[config.mk]
export PLATFORM = sky130hd
export DESIGN_NAME = fence_drain_controller
export DESIGN_NICKNAME = d
export VERILOG_FILES = /design/src/rtl/fence_drain_controller_pkg.sv /design/src/rtl/fence_drain_controller_mem_outstanding_counter.sv /design/src/rtl/fence_drain_controller.sv
export SDC_FILE = /design/constraint.sdc
export NUM_CORES = 1
export LEC_CHECK = 0
export BUFFER_PORTS_ARGS = -buffer_cell sky130_fd_sc_hd__buf_4
export CORE_MARGIN = 3
export CORE_UTILIZATION = 57
export CTS_BUF_LIST = sky130_fd_sc_hd__clkbuf_16
export CTS_CLUSTER_DIAMETER = 40
export DETAILED_ROUTE_END_ITERATION = 6
export PLACE_DENSITY = 0.92
export SYNTH_ARGS = -nofsm -noshare
export SYNTH_HDL_FRONTEND = slang
export SYNTH_SLANG_ARGS = --single-unit
[constraint.sdc]
create_clock -name clk -period 4.3 [get_ports clk]
set_input_delay 0.215 -clock clk [delete_from_list [all_inputs] [get_ports clk]]
set_output_delay 0.215 -clock clk [all_outputs]
set_load 0.005 [all_outputs]
[src/rtl/fence_drain_controller_pkg.sv]
// Shared types and defaults for the fence drain controller.
// FSM encoding and outstanding-counter sizing.
package fence_drain_controller_pkg;

   typedef enum logic [1:0] {
      FS_IDLE    = 2'b00,
      FS_DRAIN   = 2'b01,
      FS_FLUSH   = 2'b10,
      FS_RELEASE = 2'b11
   } fence_state_t;

   localparam int DEF_CNT_W           = 3;
   localparam int DEF_MAX_OUTSTANDING = 4;
   localparam int DEF_DRAIN_TIMEOUT   = 64;

endpackage

[src/rtl/fence_drain_controller_mem_outstanding_counter.sv]
// Saturating up/down count of in-flight data-memory transactions.
// Over/underflow attempts hold the count and set a sticky error.
module mem_outstanding_counter
   import fence_drain_controller_pkg::*;
#(
   parameter int CNT_W           = DEF_CNT_W,
   parameter int MAX_OUTSTANDING = DEF_MAX_OUTSTANDING
) (
   input  logic clk,
   input  logic rst_n,
   input  logic up,
   input  logic down,
   output logic zero,
   output logic err
);

   localparam logic [CNT_W-1:0] CNT_MAX = CNT_W'(MAX_OUTSTANDING);

   logic [CNT_W-1:0] count_q, count_d;
   logic             err_q, err_d;

   // next count: req and rsp together cancel out
   always_comb begin
      count_d = count_q;
      err_d   = err_q;
      unique case ({up, down})
         2'b10: begin
            if (count_q == CNT_MAX) err_d = 1'b1;
            else count_d = count_q + 1'b1;
         end
         2'b01: begin
            if (count_q == '0) err_d = 1'b1;
            else count_d = count_q - 1'b1;
         end
         default: ;
      endcase
   end

   // count and sticky error registers
   always_ff @(posedge clk) begin
      if (!rst_n) begin
         count_q <= '0;
         err_q   <= 1'b0;
      end else begin
         count_q <= count_d;
         err_q   <= err_d;
      end
   end

   assign zero = (count_q == '0);
   assign err  = err_q;

endmodule

[src/rtl/fence_drain_controller.sv]
// FENCE / FENCE.I sequencer: stall ID, drain the back end,
// optionally flush the I-cache, then release for one cycle.
module fence_drain_controller
   import fence_drain_controller_pkg::*;
#(
   parameter int CNT_W           = DEF_CNT_W,
   parameter int MAX_OUTSTANDING = DEF_MAX_OUTSTANDING,
   parameter int DRAIN_TIMEOUT   = DEF_DRAIN_TIMEOUT
) (
   input  logic clk,
   input  logic rst_n,
   input  logic id_fence_valid,
   input  logic id_fence_i,
   input  logic ex_valid,
   input  logic mem_valid,
   input  logic wb_valid,
   input  logic dmem_req_fire,
   input  logic dmem_rsp_fire,
   input  logic icache_flush_ack,
   output logic is_fence,
   output logic icache_flush_req,
   output logic fence_done,
   output logic fence_i_refetch,
   output logic drain_timeout,
   output logic mem_count_err
);

   localparam logic [1:0] S_IDLE    = FS_IDLE;
   localparam logic [1:0] S_DRAIN   = FS_DRAIN;
   localparam logic [1:0] S_FLUSH   = FS_FLUSH;
   localparam logic [1:0] S_RELEASE = FS_RELEASE;

   localparam int TMO_W =
      (DRAIN_TIMEOUT > 0) ? $clog2(DRAIN_TIMEOUT + 1) : 1;
   localparam logic [TMO_W-1:0] TMO_LAST =
      TMO_W'((DRAIN_TIMEOUT > 0) ? DRAIN_TIMEOUT - 1 : 0);

   logic [1:0]       state_q, state_d;
   logic             fence_i_q, fence_i_d;
   logic [TMO_W-1:0] tmo_q, tmo_d;
   logic             tmo_err_q, tmo_err_d;
   logic             cnt_zero;
   logic             drained;
   logic             tmo_hit;

   mem_outstanding_counter #(
      .CNT_W           (CNT_W),
      .MAX_OUTSTANDING (MAX_OUTSTANDING)
   ) u_cnt (
      .clk   (clk),
      .rst_n (rst_n),
      .up    (dmem_req_fire),
      .down  (dmem_rsp_fire),
      .zero  (cnt_zero),
      .err   (mem_count_err)
   );

   // back end empty and no memory traffic in flight or in motion
   always_comb begin
      drained = !ex_valid && !mem_valid && !wb_valid &&
                cnt_zero && !dmem_req_fire && !dmem_rsp_fire;
      tmo_hit = (DRAIN_TIMEOUT > 0) && (tmo_q == TMO_LAST);
   end

   // fence sequencing and drain watchdog
   always_comb begin
      state_d   = state_q;
      fence_i_d = fence_i_q;
      tmo_d     = tmo_q;
      tmo_err_d = tmo_err_q;
      unique case (state_q)
         S_IDLE: begin
            if (id_fence_valid) begin
               fence_i_d = id_fence_i;
               tmo_d     = '0;
               state_d   = S_DRAIN;
            end
         end
         S_DRAIN: begin
            tmo_d = tmo_q + 1'b1;
            if (tmo_hit) tmo_err_d = 1'b1;
            if (drained || tmo_hit)
               state_d = fence_i_q ? S_FLUSH : S_RELEASE;
         end
         S_FLUSH: begin
            if (icache_flush_ack) state_d = S_RELEASE;
         end
         S_RELEASE: begin
            state_d = S_IDLE;
         end
      endcase
   end

   // FSM state, fence kind, watchdog registers
   always_ff @(posedge clk) begin
      if (!rst_n) begin
         state_q   <= S_IDLE;
         fence_i_q <= 1'b0;
         tmo_q     <= '0;
         tmo_err_q <= 1'b0;
      end else begin
         state_q   <= state_d;
         fence_i_q <= fence_i_d;
         tmo_q     <= tmo_d;
         tmo_err_q <= tmo_err_d;
      end
   end

   // stall is combinational in IDLE so it bites on the decode cycle
   always_comb begin
      is_fence         = 1'b0;
      icache_flush_req = 1'b0;
      fence_done       = 1'b0;
      fence_i_refetch  = 1'b0;
      unique case (state_q)
         S_IDLE:    is_fence = id_fence_valid;
         S_DRAIN:   is_fence = 1'b1;
         S_FLUSH: begin
            is_fence         = 1'b1;
            icache_flush_req = 1'b1;
         end
         S_RELEASE: begin
            fence_done      = 1'b1;
            fence_i_refetch = fence_i_q;
         end
      endcase
   end

   assign drain_timeout = tmo_err_q;

endmodule

==> reports/results.ini <==
[routing]
routed_wl_um = 2360
routedWlPerCell_um = 17.1
via_per_inst = 6.25
dr.pass1.iters = 4
drc = 0
ant_nets = 0
drtIter0Drc = 52
vias = 863

[synthesis]
synth.most_common_cell = dfxtp_1
synth_area_leaders = dfxtp_1, ha_1, nor2_1
yosysWarnings = 0
synth_nets = 122
syn_inst = 104
synth_cell_types = 33
synthFlopType = dfxtp_1
syn_area_per_cell_um2 = 8.31
syn_area_um2 = 865
synth_top_cell_area_share = 0.347
synth_edf_count = 0
synth-seq-cells = 15
synth_seq_area_share = 0.347
yosys-top-cells-count = dfxtp_1, nor2_1, inv_1
synthArstFlopShare = 0
synth_area_leader_cell = dfxtp_1

[sta]
hold_viol = 0
setup_viol = 0
slew-limit-headroom = 0.512
final.setup.tns_ns = 0
skew_ns = 0.00414
rsz0062_at_grt = false
max_freq_mhz = 518
drv_slew = 0
fin_crit_sh = 0.449
min_period_ns = 1.93
tightest_slew_ns = 0.724

[global_route]
gr-total-overflow = 0
track_usage = 0.275
grt_pass1_vias = 881
grt_pass1_wl_um = 3970
grt_max_degree = 10
antenna_found_initial = 0

[power]
static-leakage-power_nw = 0.448
power_density_nw_per_um2 = 540
ir_drop_uv = 400
finalPower_mw = 0.580

[clock_network]
ctsHoldBuffers = 0
cts.reportedPaths.clkPinSlew_ns = 0.05
clk_latency_ns = 0.25
cts_buffers = 3
root_buffer = clkbuf_16
clock-sinks = 15
cts_resized = 0
cts_tree = built
htreeDepth = 1
cts_buffer_depth = 2
cts_setup_buffers = 0

[cells_and_area]
synthToLayoutAreaGrowth_pct = 24.3
nets = 142
diodes = 0
drive_gt1_frac = 0.187

[floorplanning]
dieArea_um2 = 2020
io_pins = 16
die_h_um = 44.9
start_util = 0.633
fp.dieW_um = 44.9
core_um2 = 1370
rows = 13

[job]
drv_cap = 0

[placed_design]
hpwl_um = 1580
place.gp.congestion = 0.848
io_buffers = 15

[critical_path]
reg2regPathDepth = 5
critPathMaxFanout = 8
start_kind = flop
critical_path_class = reg2reg
required_ns = 4.44
arrival_ns = 2.07
rr_startpoint = state_q[0]
r2r_setup_slack_ns = 2.37
critical_path.endpoint_type = flop
r2r-end = tmo_q[6]

[worst_hold_path]
hp-class = in2reg
hold_end = fence_i_q
worstHoldStart = id_fence_i
whs_path_depth = 3

[run_status]
status = completed

per-layer routing:
metal / GRT usage / vias up / share of wire
li1: - / 402 / -
met2: 0.483 / 43 / 0.50
met4: 0.152 / 0 / 0.036
met3: 0.0717 / 15 / 0.069
met5: 0 / - / 0
met1: 0.296 / 403 / 0.39
where the power goes:
group / switching (mW) / total, mW / internal (mW)
Clock: 0.0560 / 0.179 / 0.123
Sequential: 0.0212 / 0.180 / 0.159
Combinational: 0.132 / 0.221 / 0.0897
through the flow:
step | cell area, um^2 | std cells | setup slack [ns] | utilization | hold WS, ns
2_1_floorplan | 865 | 104 | 2.75 | - | 0.362
3_3_place_gp | 996 | 134 | 2.60 | 0.729 | 0.463
3_5_place_dp | 996 | 134 | 2.50 | 0.729 | 0.473
4_1_cts | 1070 | 138 | 2.44 | 0.787 | 0.250
5_1_grt | 1070 | 138 | 2.23 | 0.787 | 0.260
6_report | 1070 | 138 | 2.37 | 0.787 | 0.248
how the worst max path moves through the flow:
stage / slack (ns) / cells after the start / from / end
2_1_floorplan: 2.75 / 6 / state_q[0] / state_q[0]
3_3_place_gp: 2.60 / 5 / state_q[1] / tmo_q[6]
3_5_place_dp: 2.50 / 5 / state_q[0] / tmo_q[6]
4_1_cts: 2.44 / 5 / state_q[0] / tmo_q[6]
5_1_grt: 2.23 / 5 / state_q[0] / tmo_q[6]
6_report: 2.37 / 5 / state_q[0] / tmo_q[6]
state kept, by name (all words and copies together), names as in the netlist:
name           count
drain_timeout      1
tmo_q              7
fence_i_q          1
u_cnt.err          1
u_cnt.count_q      3
state_q            2
worst max-delay path: stages, from the launching register on:
cell	delay [ns]
dfxtp_1	0.34
inv_1	0.14
ha_1	0.29
mux2i_1	0.59
nor3_1	0.14
o32ai_1	0.33
logic make-up (layout without fill, tap and decap cells):
group | Yosys count | after routing | synth area share
AOI/OAI and AO/OA | 21 | 21 | 0.161
muxes | 3 | 3 | 0.0362
and+or+nand+nor | 41 | 41 | 0.239
buffers and inverters | 12 | 31 | 0.0521
xor gates and xnor gates | 4 | 4 | 0.0405
DFF | 15 | 15 | 0.347
adders and majority gates | 8 | 8 | 0.124
cell usage in the layout, fill, tap and decap left out, types with 2 or more instances in the layout:
cell type,n
a211oi_1,2
a21oi_1,8
buf_4,15
clkbuf_16,3
dfxtp_1,15
ha_1,7
inv_1,12
mux2i_1,2
nand2_1,7
nand2b_1,2
nand3_1,5
nand4_1,2
nor2_1,12
nor3_1,3
o21ai_0,3
or3_1,3
xnor2_1,4
cell type report:
class,count,area (um^2)
clock buffers,3,75.1
clock inverters,1,3.75
multi-input cells,77,519
well taps,15,18.8
flip-flops and latches,15,300
fillers,99,292
repair buffers,15,113
inverters,12,45.0
No activity file was read; power rests on OpenSTA's default activity.
